**config.mk**
```make
export PLATFORM = sky130hd
export DESIGN_NAME = frac_encode
export DESIGN_NICKNAME = d
export VERILOG_FILES = /design/src/rtl/frac_pkg.sv /design/src/rtl/therm_popcount.sv /design/src/rtl/frac_encode.sv
export SDC_FILE = /design/constraint.sdc
export NUM_CORES = 1
export LEC_CHECK = 0
export BUFFER_PORTS_ARGS = -buffer_cell sky130_fd_sc_hd__buf_4
export CORE_ASPECT_RATIO = 1.4
export CORE_UTILIZATION = 45
export CTS_CLUSTER_SIZE = 24
export DETAILED_ROUTE_END_ITERATION = 10
export PLACE_DENSITY = 0.66
export SKIP_CTS_REPAIR_TIMING = 1
export SYNTH_ARGS = -nofsm -noshare
export SYNTH_HDL_FRONTEND = slang
export SYNTH_HIERARCHICAL = 1
export SYNTH_SLANG_ARGS = --single-unit
```
**constraint.sdc**
```tcl
create_clock -name clk -period 8.5 [get_ports clk]
set_clock_uncertainty 0.2 [all_clocks]
set_input_delay 0.425 -clock clk [delete_from_list [all_inputs] [get_ports clk]]
set_output_delay 0.425 -clock clk [all_outputs]
set_load 0.01 [all_outputs]
```
**src/rtl/frac_pkg.sv**
```systemverilog
// Shared definitions for the fractional-time channel.
// FRAC_W : width of a fine count (fits a 127-tap delay line).
// frac_t : fine-count type, also used by the synchroniser lanes.
// state_t: capture / dead-time state of the encoder.
package frac_pkg;

  localparam int FRAC_W = 7;

  typedef logic [FRAC_W-1:0] frac_t;

  typedef enum logic {
    ST_IDLE,
    ST_DEAD
  } state_t;

endpackage

```
**src/rtl/therm_popcount.sv**
```systemverilog
// Registered bubble-correction and population-count stage pair.
// Stage A: 3-input majority across neighbouring taps removes single-tap
//          bubbles (tap -1 is treated as 1, tap TAPS as 0).
// Stage B: population count of the corrected code.
// Ports:
//   clk, rst  : clock and synchronous active-high reset
//   in_valid  : therm holds a freshly captured code
//   therm     : captured thermometer code, TAPS bits
//   out_valid : count is new this cycle (two clocks after in_valid)
//   count     : fine count of the corrected code
module therm_popcount
  import frac_pkg::*;
#(
  parameter int TAPS = 127
) (
  input  logic            clk,
  input  logic            rst,
  input  logic            in_valid,
  input  logic [TAPS-1:0] therm,
  output logic            out_valid,
  output frac_t           count
);

  // Pad with the fixed boundary values so every tap sees two neighbours.
  logic [TAPS+1:0] ext;
  assign ext = {1'b0, therm, 1'b1};

  logic [TAPS-1:0] maj_next;
  logic [TAPS-1:0] maj_reg;
  logic            maj_valid_reg;
  frac_t           count_next;
  frac_t           count_reg;
  logic            count_valid_reg;

  generate
    for (genvar gi = 0; gi < TAPS; gi++) begin : g_maj
      assign maj_next[gi] = (ext[gi]   & ext[gi+1]) |
                            (ext[gi]   & ext[gi+2]) |
                            (ext[gi+1] & ext[gi+2]);
    end
  endgenerate

  always_comb begin
    count_next = '0;
    for (int i = 0; i < TAPS; i++) begin
      count_next = count_next + frac_t'(maj_reg[i]);
    end
  end

  always_ff @(posedge clk) begin
    if (rst) begin
      maj_reg         <= '0;
      maj_valid_reg   <= 1'b0;
      count_reg       <= '0;
      count_valid_reg <= 1'b0;
    end else begin
      maj_valid_reg   <= in_valid;
      count_valid_reg <= maj_valid_reg;
      if (in_valid) begin
        maj_reg <= maj_next;
      end
      if (maj_valid_reg) begin
        count_reg <= count_next;
      end
    end
  end

  assign out_valid = count_valid_reg;
  assign count     = count_reg;

endmodule

```
**src/rtl/frac_encode.sv**
```systemverilog
// Fine-time encoder for one TDC lane.
// Captures the delay-line taps on a rising hit, corrects bubbles, converts
// to a 7-bit count and presents it with a one-cycle write strobe, four
// clocks after capture. A dead time follows each accepted hit; hits that
// arrive during it are counted (saturating) and otherwise ignored.
// Ports:
//   clk, rst : clock and synchronous active-high reset
//   taps     : raw delay-line taps, tap 0 nearest the hit origin
//   hit      : stop event level, synchronous to clk
//   out_data : fine count, held until the next conversion
//   out_wr   : one-cycle strobe marking a new out_data
//   busy     : high outside the idle state
//   dropped  : saturating count of hits rejected while busy
module frac_encode
  import frac_pkg::*;
#(
  parameter int TAPS     = 127,
  parameter int DEAD_CYC = 8,
  parameter int DROP_W   = 8
) (
  input  logic              clk,
  input  logic              rst,
  input  logic [TAPS-1:0]   taps,
  input  logic              hit,
  output frac_t             out_data,
  output logic              out_wr,
  output logic              busy,
  output logic [DROP_W-1:0] dropped
);

  localparam int CNT_W = $clog2(DEAD_CYC);

  state_t              state_reg;
  state_t              state_next;
  logic [CNT_W-1:0]    dead_cnt_reg;
  logic [CNT_W-1:0]    dead_cnt_next;
  logic [DROP_W-1:0]   dropped_reg;
  logic [DROP_W-1:0]   dropped_next;
  logic                hit_q;
  logic                hit_edge;
  logic                capture;
  logic [TAPS-1:0]     taps_reg;
  logic                taps_valid_reg;
  logic                count_valid;
  frac_t               count;
  frac_t               out_data_reg;
  logic                out_wr_reg;

  // A hit held high is one event: only the rising edge matters.
  assign hit_edge = hit & ~hit_q;

  always_comb begin
    state_next    = state_reg;
    dead_cnt_next = dead_cnt_reg;
    dropped_next  = dropped_reg;
    capture       = 1'b0;
    case (state_reg)
      ST_IDLE: begin
        if (hit_edge) begin
          capture       = 1'b1;
          dead_cnt_next = CNT_W'(DEAD_CYC - 1);
          state_next    = ST_DEAD;
        end
      end
      ST_DEAD: begin
        if (dead_cnt_reg == '0) begin
          state_next = ST_IDLE;
        end else begin
          dead_cnt_next = dead_cnt_reg - 1'b1;
        end
        // Includes the edge coinciding with the return to idle.
        if (hit_edge && (dropped_reg != {DROP_W{1'b1}})) begin
          dropped_next = dropped_reg + 1'b1;
        end
      end
      default: state_next = ST_IDLE;
    endcase
  end

  always_ff @(posedge clk) begin
    if (rst) begin
      state_reg      <= ST_IDLE;
      dead_cnt_reg   <= '0;
      dropped_reg    <= '0;
      hit_q          <= 1'b0;
      taps_reg       <= '0;
      taps_valid_reg <= 1'b0;
      out_data_reg   <= '0;
      out_wr_reg     <= 1'b0;
    end else begin
      state_reg      <= state_next;
      dead_cnt_reg   <= dead_cnt_next;
      dropped_reg    <= dropped_next;
      hit_q          <= hit;
      taps_valid_reg <= capture;
      if (capture) begin
        taps_reg <= taps;
      end
      out_wr_reg <= count_valid;
      if (count_valid) begin
        out_data_reg <= count;
      end
    end
  end

  therm_popcount #(
    .TAPS(TAPS)
  ) u_popcount (
    .clk      (clk),
    .rst      (rst),
    .in_valid (taps_valid_reg),
    .therm    (taps_reg),
    .out_valid(count_valid),
    .count    (count)
  );

  assign out_data = out_data_reg;
  assign out_wr   = out_wr_reg;
  assign busy     = (state_reg != ST_IDLE);
  assign dropped  = dropped_reg;

endmodule
```
==> run metrics <==
status finished clean; DRT antenna net count 0; DR vias 11,715; design area 17,900 um2; Initial Util a little under half; CP startpoint u_popcount/maj_reg[35]; clock sink count 285; final WL roughly 33 mm; 1st-pass router iterations 10; fin. max-slew vios 0; setup TNS 0 ps; Syn Std Cell Area between 10,000 and 15,000 um2; met3 usage 1.97%; flop-to-flop setup slack 1110 ps; clock root cell clkbuf_16; R2R cell count 21; PwrDens ~370 nW/um2; Min Clock Period, post-route roughly 7400 ps; largest net degree at the start of global routing between 100 and 150; htree depth 1; initial antenna violation count 0; Req. time, crit path around 8800 ps; Post-Layout Cell Count roughly 2,300; crit path cell chain inv_1 > fa_1 > inv_1 > fa_1 > inv_1 > fa_1 > inv_1 > fa_1 > inv_1 > fa_1 > fa_1 > fa_1 > fa_1 > fa_1 > fa_1 > fa_1 > fa_1 > nor2b_1 > o31ai_2 > nand2_1 > nor4b_1; M2 GR Usage between 30% and 40%; hold depth 2; IO Pins roughly 150; HPWL after DPL about 23 mm; Seq/Total Area, Yosys 39.9%; Std-Cell Rows 76; Die H around 210 um; max incr delay on CP 570 ps; grt met1 use 23.8%; Comb power frac a little under three fifths; Mapped Cells 1,673; GR Overflow Total 0; share of layout cells above drive strength 1 11.1%; worst hold margin roughly 270 ps; Placed Cells incl. Taps around 2,100; Max Cap Viol 0; Seq cells post-synth approximately 290; CTS Buffer Depth 3; RSZ-0062 raised after global routing no; Static Leak just under 7 nW; Hold Crit Class flip-flop to flip-flop; Post-synth EDFFs 0; TritonCTS buffer count 29; Post-Syn Nets between 1,500 and 2,000; reg2reg start u_popcount/maj_reg[35]; routed vias/inst between 5 and 6; pre-CTS WS roughly 1100 ps; CP Class flip-flop to flip-flop; Worst IR Drop VDD roughly 0.8 mV; Int Power about 4.0 mW; Die Wd 153 um; dominant register cell in the synthesized netlist dfxtp_1; Sw Ratio about two fifths; core box area between 30,000 and 40,000 um2; drc violations 0; IO buf count between 100 and 150; Hold Path End taps_reg[0]; CP max stage cell fa_1; syn avg cell area 8.55 um2; Tot Pwr between 6 and 7 mW; hold_sp taps_reg[0]; WL/cell around 14 um; fin crit share 87.0%; Seq pwr share between 20% and 30%; GRT Max-Usage Layer met2; reg-to-reg endpoint u_popcount/count[6]; worst skew pair latency between 500 and 600 ps; first-pass GRT wire length 53.0 mm; CP dominant cell by count fa_1; worst setup margin about 1100 ps; Area Growth Syn to Fin 24.8%; CP endpoint kind flip-flop; vias in the first global route between 10,000 and 15,000; Final Hold Vio Count 0; Synth warnings 6; crit path max fanout 3; Layout fillers ~2,800; CTS clk-pin slew, worst paths approximately 60 ps; Worst Setup Start Kind flip-flop; Tot GR Track Use approximately a fifth; Final setup viols 0; full die area 32,500 um2; Fmax approximately 140 MHz; gpl congestion between 0.8 and 0.9; iteration-0 DRC count of the detailed router roughly 560; sw power roughly 2.7 mW; CTS tree done; layout net count 2,166; Max-slew headroom between 20% and 30%; ant diodes 0; Finished Core Util between 50 and 60%; power share of the clock group 20.4%; area post-placement between 15,000 and 20,000 um2; CP arrival ~7700 ps; worst slew pin tran approximately 1100 ps; number of distinct library cells after synthesis 48; asr flop ratio synth 0%
[Yosys cell counts, types with 3 or more instances]
cell type / n / area, um2
clkbuf_1: 39 / 146
o21ai_0: 128 / 641
fa_1: 114 / 2280
xnor2_1: 3 / 26.3
nand2_1: 382 / 1430
nor2b_1: 6 / 37.5
a211oi_1: 5 / 37.5
inv_1: 170 / 638
buf_2: 46 / 230
nand3_1: 8 / 40.0
a311oi_1: 125 / 1090
a21oi_1: 136 / 681
dfxtp_1: 285 / 5710
nor2_1: 147 / 552
ha_1: 27 / 338
buf_1: 4 / 15.0
mux2i_1: 8 / 80.1
nor3_1: 4 / 20.0
o21a_1: 3 / 22.5
[placed cells by master, fill, tap and decap left out, types with 6 or more instances in the layout]
master,Yosys,layout
nand2_1,382,382
dfxtp_1,285,284
inv_1,170,170
buf_4,1,152
nor2_1,147,147
a21oi_1,136,136
o21ai_0,128,128
dlygate4sd3_1,0,128
a311oi_1,125,125
fa_1,114,114
clkbuf_16,0,29
ha_1,27,27
mux2i_1,8,8
nand3_1,8,8
clkbuf_8,0,7
nor2b_1,6,6
[how the worst max path moves through the flow]
stage / to / slack [ps]
floorplan: u_popcount/count[6] / 1470
global placement: u_popcount/count[4] / 1200
detailed placement: u_popcount/count[4] / 1080
CTS: u_popcount/count[6] / 1070
global route: u_popcount/count[6] / 800
finish: u_popcount/count[6] / 1110
[worst max-delay path, delay by kind of cell (launching register included)]
family,cells,cell delay (ps)
adders and majority gates,12,5860
DFF,1,330
AOI/OAI and AO/OA,1,110
buffers and inverters,5,270
and+or+nand+nor,3,510
[kinds of logic after synthesis]
| logic type | Yosys count | share of synthesized area, % |
|---|---|---|
| fa+ha+maj | 141 | 18.3 |
| flops | 285 | 39.9 |
| simple gates | 562 | 15.4 |
| mux | 8 | 0.560 |
| buf+inv | 261 | 7.27 |
| compound gates | 411 | 18.3 |
| xor+xnor | 5 | 0.306 |
[power by group through the flow]
stage | combinational (mW) | sequential, mW | clock (mW)
finish | 3.76 | 1.52 | 1.35
global route | 4.36 | 1.53 | 1.43
CTS | 3.79 | 1.52 | 1.38
detailed placement | 3.74 | 1.55 | 0
global placement | 3.69 | 1.55 | 0
floorplan | 2.82 | 1.51 | 0
[area by class of cell]
class                   count  area [um2]  area share (%)
clock buffers              40         827            4.63
clock inverters            13         181            1.02
inverters                 171         642            3.59
multi-input cells        1127        7570            42.4
flip-flops and latches    285        5710            32.0
well taps                 390         488            2.73
repair buffers            281        2440            13.6
[routing by layer]
layer  vias to the layer above  wire length, um
li1                       6004                -
met1                      5476            13800
met2                       175            17500
met3                        60              890
met4                         0             1060
met5                         -                0
Power figures use the tool's default switching activity.
